**config.mk**
```make
export PLATFORM = sky130hd
export DESIGN_NAME = spi_responder_flat
export DESIGN_NICKNAME = d
export VERILOG_FILES = /design/src/rtl/spi_responder_pkg.sv /design/src/rtl/spi_responder_if.sv /design/src/rtl/spi_responder_sync.sv /design/src/rtl/spi_responder.sv /design/src/flat_wrapper.sv
export SDC_FILE = /design/constraint.sdc
export NUM_CORES = 1
export LEC_CHECK = 0
export ABC_AREA = 1
export BUFFER_PORTS_ARGS = -buffer_cell sky130_fd_sc_hd__buf_2
export CORE_MARGIN = 2
export CORE_UTILIZATION = 25
export DETAILED_ROUTE_END_ITERATION = 6
export SLEW_MARGIN = 25
export SYNTH_ARGS = -nofsm -noshare
export SYNTH_HDL_FRONTEND = slang
export SYNTH_SLANG_ARGS = --single-unit
```
**constraint.sdc**
```tcl
create_clock -name clk -period 1.6 [get_ports clk]
set_input_delay 0.24 -clock clk [delete_from_list [all_inputs] [get_ports clk]]
set_output_delay 0.24 -clock clk [all_outputs]
set_load 0.01 [all_outputs]
```
**src/rtl/spi_responder_pkg.sv**
```systemverilog
// rtl/spi_responder_pkg.sv - shared definitions (spi_resp_defs) for the SPI responder
package spi_resp_defs;

    localparam int ADDR_W_DEF = 7;
    localparam int DATA_W_DEF = 8;
    localparam int CMD_RW_BIT = 7;

    typedef enum logic [1:0] {
        SR_IDLE  = 2'd0,
        SR_CMD   = 2'd1,
        SR_WDATA = 2'd2,
        SR_RDATA = 2'd3
    } sr_state_e;

endpackage

```
**src/rtl/spi_responder_if.sv**
```systemverilog
// rtl/spi_responder_if.sv - register access port between the SPI responder and the register file
interface spi_responder_if #(
    parameter int ADDR_W = 7,
    parameter int DATA_W = 8
);
    logic [ADDR_W-1:0] reg_addr;
    logic              reg_wr_en;
    logic [DATA_W-1:0] reg_wr_data;
    logic              reg_rd_en;
    logic [DATA_W-1:0] reg_rd_data;

    modport master (
        output reg_addr,
        output reg_wr_en,
        output reg_wr_data,
        output reg_rd_en,
        input  reg_rd_data
    );

    modport slave (
        input  reg_addr,
        input  reg_wr_en,
        input  reg_wr_data,
        input  reg_rd_en,
        output reg_rd_data
    );
endinterface

```
**src/rtl/spi_responder_sync.sv**
```systemverilog
// rtl/spi_responder_sync.sv - spi_resp_sync: 3-bit multi-stage synchronizer with edge detect
module spi_resp_sync #(
    parameter int         SYNC_STAGES = 2,
    parameter logic [2:0] RESET_VAL   = 3'b000
) (
    input  logic       clk,
    input  logic       reset_n,
    input  logic [2:0] i_async,
    output logic [2:0] o_sync,
    output logic [2:0] o_rise,
    output logic [2:0] o_fall
);
    logic [2:0] r_stage [SYNC_STAGES];
    logic [2:0] r_prev;

    // synchronizer chain plus one history flop for edge detection
    always_ff @(posedge clk or negedge reset_n) begin
        if (!reset_n) begin
            for (int i = 0; i < SYNC_STAGES; i++) begin
                r_stage[i] <= RESET_VAL;
            end
            r_prev <= RESET_VAL;
        end else begin
            r_stage[0] <= i_async;
            for (int i = 1; i < SYNC_STAGES; i++) begin
                r_stage[i] <= r_stage[i-1];
            end
            r_prev <= r_stage[SYNC_STAGES-1];
        end
    end

    assign o_sync = r_stage[SYNC_STAGES-1];
    assign o_rise = o_sync & ~r_prev;
    assign o_fall = ~o_sync & r_prev;
endmodule

```
**src/rtl/spi_responder.sv**
```systemverilog
// rtl/spi_responder.sv - SPI mode-0 target giving register access; SPI_RESP_AUTOINC_EN enables burst address increment
module spi_responder
    import spi_resp_defs::*;
#(
    parameter int ADDR_W      = ADDR_W_DEF,
    parameter int DATA_W      = DATA_W_DEF,
    parameter int SYNC_STAGES = 2
) (
    input  logic            clk,
    input  logic            reset_n,
    input  logic            spi_sclk,
    input  logic            spi_cs_n,
    input  logic            spi_mosi,
    output logic            spi_miso,
    output logic            spi_miso_oe,
    output logic            busy,
    spi_responder_if.master reg_bus
);
    logic [2:0]        w_sync;
    logic [2:0]        w_rise;
    logic [2:0]        w_fall;
    logic              w_sclk_rise;
    logic              w_sclk_fall;
    logic              w_cs_sync;
    logic              w_cs_rise;
    logic              w_cs_fall;
    logic              w_mosi;
    logic              w_byte_done;
    logic [7:0]        w_byte;
    logic [ADDR_W-1:0] w_addr_next;
    logic              w_unused;

    sr_state_e         r_state;
    sr_state_e         w_state_next;
    logic [2:0]        r_bit_cnt;
    logic [6:0]        r_shift_in;
    logic [DATA_W-1:0] r_shift_out;
    logic [ADDR_W-1:0] r_addr;
    logic [DATA_W-1:0] r_wr_data;
    logic              r_wr_en;
    logic              r_rd_en;
    logic              r_rd_load;
    logic              r_miso;
    logic              r_busy;

    // bit 0 = SCLK, bit 1 = CS_N (idles high), bit 2 = MOSI
    spi_resp_sync #(
        .SYNC_STAGES (SYNC_STAGES),
        .RESET_VAL   (3'b010)
    ) u_sync (
        .clk     (clk),
        .reset_n (reset_n),
        .i_async ({spi_mosi, spi_cs_n, spi_sclk}),
        .o_sync  (w_sync),
        .o_rise  (w_rise),
        .o_fall  (w_fall)
    );

    assign w_sclk_rise = w_rise[0];
    assign w_sclk_fall = w_fall[0];
    assign w_cs_sync   = w_sync[1];
    assign w_cs_rise   = w_rise[1];
    assign w_cs_fall   = w_fall[1];
    assign w_mosi      = w_sync[2];
    assign w_unused    = ^{w_sync[0], w_rise[2], w_fall[2]};

    // the byte as it will look once the bit sampled on this SCLK rise is shifted in
    assign w_byte      = {r_shift_in, w_mosi};
    assign w_byte_done = w_sclk_rise && (r_bit_cnt == 3'd7);

`ifdef SPI_RESP_AUTOINC_EN
    assign w_addr_next = r_addr + 1'b1;
`else
    assign w_addr_next = r_addr;
`endif

    // state register
    always_ff @(posedge clk or negedge reset_n) begin
        if (!reset_n) begin
            r_state <= SR_IDLE;
        end else begin
            r_state <= w_state_next;
        end
    end

    // next-state decode; frame end overrides everything
    always_comb begin
        w_state_next = r_state;
        case (r_state)
            SR_IDLE: begin
                if (w_cs_fall) begin
                    w_state_next = SR_CMD;
                end
            end
            SR_CMD: begin
                if (w_byte_done) begin
                    w_state_next = w_byte[CMD_RW_BIT] ? SR_RDATA : SR_WDATA;
                end
            end
            default: begin
            end
        endcase
        if (w_cs_rise) begin
            w_state_next = SR_IDLE;
        end
    end

    // shift registers, address, strobes and MISO
    always_ff @(posedge clk or negedge reset_n) begin
        if (!reset_n) begin
            r_bit_cnt   <= '0;
            r_shift_in  <= '0;
            r_shift_out <= '0;
            r_addr      <= '0;
            r_wr_data   <= '0;
            r_wr_en     <= 1'b0;
            r_rd_en     <= 1'b0;
            r_rd_load   <= 1'b0;
            r_miso      <= 1'b0;
            r_busy      <= 1'b0;
        end else begin
            r_wr_en   <= 1'b0;
            r_rd_en   <= 1'b0;
            r_rd_load <= r_rd_en;
            r_busy    <= ~w_cs_sync;

            if (w_cs_rise) begin
                r_bit_cnt <= '0;
                r_miso    <= 1'b0;
            end else begin
                if (r_state == SR_IDLE) begin
                    r_bit_cnt <= '0;
                end

                // address moves on only after the write strobe has been seen with the old one
                if (r_wr_en) begin
                    r_addr <= w_addr_next;
                end

                if ((r_state != SR_IDLE) && w_sclk_rise) begin
                    r_shift_in <= w_byte[6:0];
                    r_bit_cnt  <= r_bit_cnt + 3'd1;
                    if (r_bit_cnt == 3'd7) begin
                        case (r_state)
                            SR_CMD: begin
                                r_addr  <= w_byte[ADDR_W-1:0];
                                r_rd_en <= w_byte[CMD_RW_BIT];
                            end
                            SR_WDATA: begin
                                r_wr_data <= w_byte;
                                r_wr_en   <= 1'b1;
                            end
                            SR_RDATA: begin
                                r_addr  <= w_addr_next;
                                r_rd_en <= 1'b1;
                            end
                            default: begin
                            end
                        endcase
                    end
                end

                // MISO is only driven from the shift register during read data
                if ((r_state == SR_RDATA) && w_sclk_fall) begin
                    r_miso      <= r_shift_out[DATA_W-1];
                    r_shift_out <= {r_shift_out[DATA_W-2:0], 1'b0};
                end else if (r_state != SR_RDATA) begin
                    r_miso <= 1'b0;
                end

                // read data arrives the cycle after the strobe
                if (r_rd_load) begin
                    r_shift_out <= reg_bus.reg_rd_data;
                end
            end
        end
    end

    assign spi_miso            = r_miso;
    assign spi_miso_oe         = r_busy;
    assign busy                = r_busy;
    assign reg_bus.reg_addr    = r_addr;
    assign reg_bus.reg_wr_en   = r_wr_en;
    assign reg_bus.reg_wr_data = r_wr_data;
    assign reg_bus.reg_rd_en   = r_rd_en;
endmodule

```
**src/flat_wrapper.sv**
```systemverilog
// flat-port wrapper written by rule: the top's interface ports become plain ports
module spi_responder_flat import spi_resp_defs::*;
#(
    parameter int ADDR_W      = ADDR_W_DEF,
    parameter int DATA_W      = DATA_W_DEF,
    parameter int SYNC_STAGES = 2
)
  (clk, reset_n, spi_sclk, spi_cs_n, spi_mosi, spi_miso, spi_miso_oe, busy, reg_bus_reg_addr, reg_bus_reg_wr_en, reg_bus_reg_wr_data, reg_bus_reg_rd_en, reg_bus_reg_rd_data);
  spi_responder_if #(.ADDR_W(ADDR_W), .DATA_W(DATA_W)) reg_bus_i ();
  input  logic clk;
  input  logic reset_n;
  input  logic spi_sclk;
  input  logic spi_cs_n;
  input  logic spi_mosi;
  output logic spi_miso;
  output logic spi_miso_oe;
  output logic busy;
  output wire logic [$bits(reg_bus_i.reg_addr)-1:0] reg_bus_reg_addr;
  output wire logic [$bits(reg_bus_i.reg_wr_en)-1:0] reg_bus_reg_wr_en;
  output wire logic [$bits(reg_bus_i.reg_wr_data)-1:0] reg_bus_reg_wr_data;
  output wire logic [$bits(reg_bus_i.reg_rd_en)-1:0] reg_bus_reg_rd_en;
  input wire logic [$bits(reg_bus_i.reg_rd_data)-1:0] reg_bus_reg_rd_data;
  assign reg_bus_reg_addr = reg_bus_i.reg_addr;
  assign reg_bus_reg_wr_en = reg_bus_i.reg_wr_en;
  assign reg_bus_reg_wr_data = reg_bus_i.reg_wr_data;
  assign reg_bus_reg_rd_en = reg_bus_i.reg_rd_en;
  assign reg_bus_i.reg_rd_data = reg_bus_reg_rd_data;
  spi_responder #(.ADDR_W(ADDR_W), .DATA_W(DATA_W), .SYNC_STAGES(SYNC_STAGES)) u_core (.clk(clk), .reset_n(reset_n), .spi_sclk(spi_sclk), .spi_cs_n(spi_cs_n), .spi_mosi(spi_mosi), .spi_miso(spi_miso), .spi_miso_oe(spi_miso_oe), .busy(busy), .reg_bus(reg_bus_i));
endmodule
```
==> results.json <==
{
  "status": "complete, no violations",
  "synth_compound_area_frac": 0.127,
  "syn_area_um2": 2010,
  "combPwrFrac": 0.168,
  "portBuffers": 32,
  "drive_gt1_frac": 0.318,
  "p_sw_frac": 0.296,
  "required_ps": 1790,
  "grt-ovfl-total": 0,
  "mostFrequentLayoutCells": "61 x nand2_1, 45 x dfrtp_1, 32 x buf_2",
  "die_x_um": 93.7,
  "fmax_mhz": 652,
  "crit_type": "register to register",
  "grt.total_usage": 0.0945,
  "slew_violations": 0,
  "crit_fanout": 4,
  "area_growth_pct": 22.4,
  "cts_buffers": 5,
  "cts_sinks": 48,
  "dr_total_vias": 1407,
  "skew_ps": 8.06,
  "syn-instance-count": 202,
  "synth_mux_area_frac": 0,
  "diodes": 0,
  "yosysUniqueCellTypes": 20,
  "ctsRootBufferMaster": "clkbuf_8",
  "tightest_slew_ps": 279,
  "dp_slack_ps": -82.6,
  "via_per_inst": 4.05,
  "floorplan.initialDensity": 0.259,
  "clock_path_buffers": 2,
  "final_util": 0.317,
  "drc": 0,
  "clk_pin_slew_ps": 90,
  "place.detailed.hpwl_mm": 2.64,
  "fin_ws_ps": 66.4,
  "gp_congestion": 0.716,
  "firstDrtPassIters": 4,
  "post_drt_wl_per_cell_um": 11.4,
  "clock_latency_ps": 290,
  "final_common_cell": "nand2_1",
  "routed_wl_mm": 3.95,
  "finalNetCount": 260,
  "p_switching_uw": 761,
  "grt_pass1_wl_mm": 6.60,
  "finalSetupViolations": 0,
  "rows": 32,
  "p_seq_frac": 0.543,
  "synth_top_family_by_area": "simple AND/OR/NAND/NOR gates",
  "yosys_warnings": 0,
  "max_cap_violations": 0,
  "slew_headroom": 0.814,
  "die_y_um": 93.7,
  "synthSimpleGateAreaFrac": 0.186,
  "holdCritPathClass": "primary input to register",
  "hold_viol": 0,
  "ys_seq_area_frac": 0.599,
  "antenna_found_initial": 0,
  "p_clk_frac": 0.289,
  "avgSynthCellArea_um2": 9.97,
  "whs_ps": 42.3,
  "num_io_pins": 33,
  "crit_arrival_ps": 1720,
  "num-fill-cells": 829,
  "min_period_ps": 1530,
  "drtAntennaViolNets": 0,
  "coreArea_um2": 7770,
  "die_area_um2": 8790,
  "power_density_nw_per_um2": 1040,
  "grt_max_degree": 49,
  "min_period_over_period": 0.959,
  "p_leak_nw": 1.30,
  "peakVddDrop_v": 0.000436,
  "cp-start-kind": "register",
  "grt_pass1_vias": 1388,
  "h-tree-depth": 2,
  "cts_tree": "yes",
  "intPower_mw": 1.81,
  "crit_path_end_kind": "register",
  "synth-xor-area-share": 0,
  "drt_iter0_markers": 79,
  "yosys_register_bits": 48,
  "synth_adder_area_share": 0.0186,
  "syn_nets": 218
}
[sequential cells by signal, indices dropped and copies added, names as in the netlist]
register and count:
u_core.r_shift_out 8, u_core.reg_bus.reg_wr_data 8, u_core.r_shift_in 7, u_core.reg_bus.reg_addr 7, u_core.r_bit_cnt 3, u_core.u_sync.o_sync 3
u_core.u_sync.r_stage 3, u_core.r_state 2, u_core.u_sync.r_prev 2, u_core.busy 1, u_core.r_rd_load 1, u_core.reg_bus.reg_rd_en 1
u_core.reg_bus.reg_wr_en 1, u_core.spi_miso 1
[final timing paths]
kind | from | end | slack (ps) | depth (start not counted)
max | u_core.u_sync.r_prev[1] | u_core.reg_bus.reg_wr_data[5] | 70 | 9
min | spi_cs_n | u_core.u_sync.r_stage[4] | 40 | 1
max reg2reg | u_core.u_sync.r_prev[1] | u_core.reg_bus.reg_wr_data[5] | 70 | 9
min reg2reg | u_core.u_sync.r_stage[3] | u_core.u_sync.o_sync[0] | 350 | 0
max in group asynchronous | reset_n | u_core.u_sync.r_prev[1] | 850 | 3
min in group asynchronous | reset_n | u_core.busy | 460 | 3
[synthesized netlist by cell type (all sizes together)]
library cell | instances | area [um2]
buf | 6 | 51.3
dfstp | 3 | 78.8
ha | 3 | 37.5
nand2 | 65 | 264
o21ai | 30 | 221
a21oi | 3 | 15.0
dfrtp | 45 | 1130
o21bai | 1 | 18.8
nor2 | 6 | 30.0
nor3 | 1 | 5.00
inv | 24 | 90.1
nand3 | 15 | 75.1
[metrics by stage]
stage	total power [mW]	instances	instance area, um2	setup TNS [ps]
finish	2.57	347	2460	0
global route	2.73	347	2460	-24.8
CTS	2.58	343	2410	0
detailed placement	1.83	334	2290	-82.6
global placement	1.82	334	2290	-46.9
floorplan	1.71	202	2010	0
[power groups by stage]
stage / Sequential [mW] / Combinational (mW) / Clock, mW
finish: 1.39 / 0.433 / 0.742
global route: 1.41 / 0.496 / 0.822
CTS: 1.39 / 0.417 / 0.773
detailed placement: 1.42 / 0.411 / 0
global placement: 1.41 / 0.403 / 0
floorplan: 1.40 / 0.312 / 0
[repair_timing]
item | CTS | global route
setup buffers | 0 | 3
endpoints found under the hold margin | 45 | 0
cloned | 0 | 1
endpoints found under the setup margin | 2 | 20
pin swaps | 0 | 2
hold buffers | 1 | 0
gates resized for setup | 2 | 4
[final cells by class]
cell class | instances | area (um2) | share of cell area
flip-flops and latches | 48 | 1200 | 0.489
multi-input cells | 125 | 699 | 0.284
repair buffers | 40 | 248 | 0.101
clock inverters | 1 | 7.51 | 0.00305
clock buffers | 7 | 86.3 | 0.0350
inverters | 24 | 90.1 | 0.0366
well taps | 102 | 128 | 0.0518
[metal layers]
| layer | wire [um] | vias up | track usage |
|---|---|---|---|
| li1 | - | 722 | - |
| met1 | 1910 | 654 | 0.126 |
| met2 | 1840 | 31 | 0.153 |
| met3 | 198 | 0 | 0.0289 |
| met4 | 0 | 0 | 0.0181 |
| met5 | 0 | - | 0 |
[cells by family (layout without fill, tap and decap cells)]
family / count (synthesis) / in the layout
and+or+nand+nor: 87 / 88
DFF: 48 / 48
AOI/OAI and AO/OA: 34 / 34
buffers and inverters: 30 / 72
adders and majority gates: 3 / 3
[worst max-delay path, cell delays in order, from the launching register on]
cell     delay [ps]
dfstp_2         520
inv_1            40
ha_1            190
inv_2            80
nand2_1          60
nor2_1          170
nand2_4         100
buf_4           160
nand2_1          60
o21ai_2          50
Note: power is estimated with default switching activity, not from simulation.
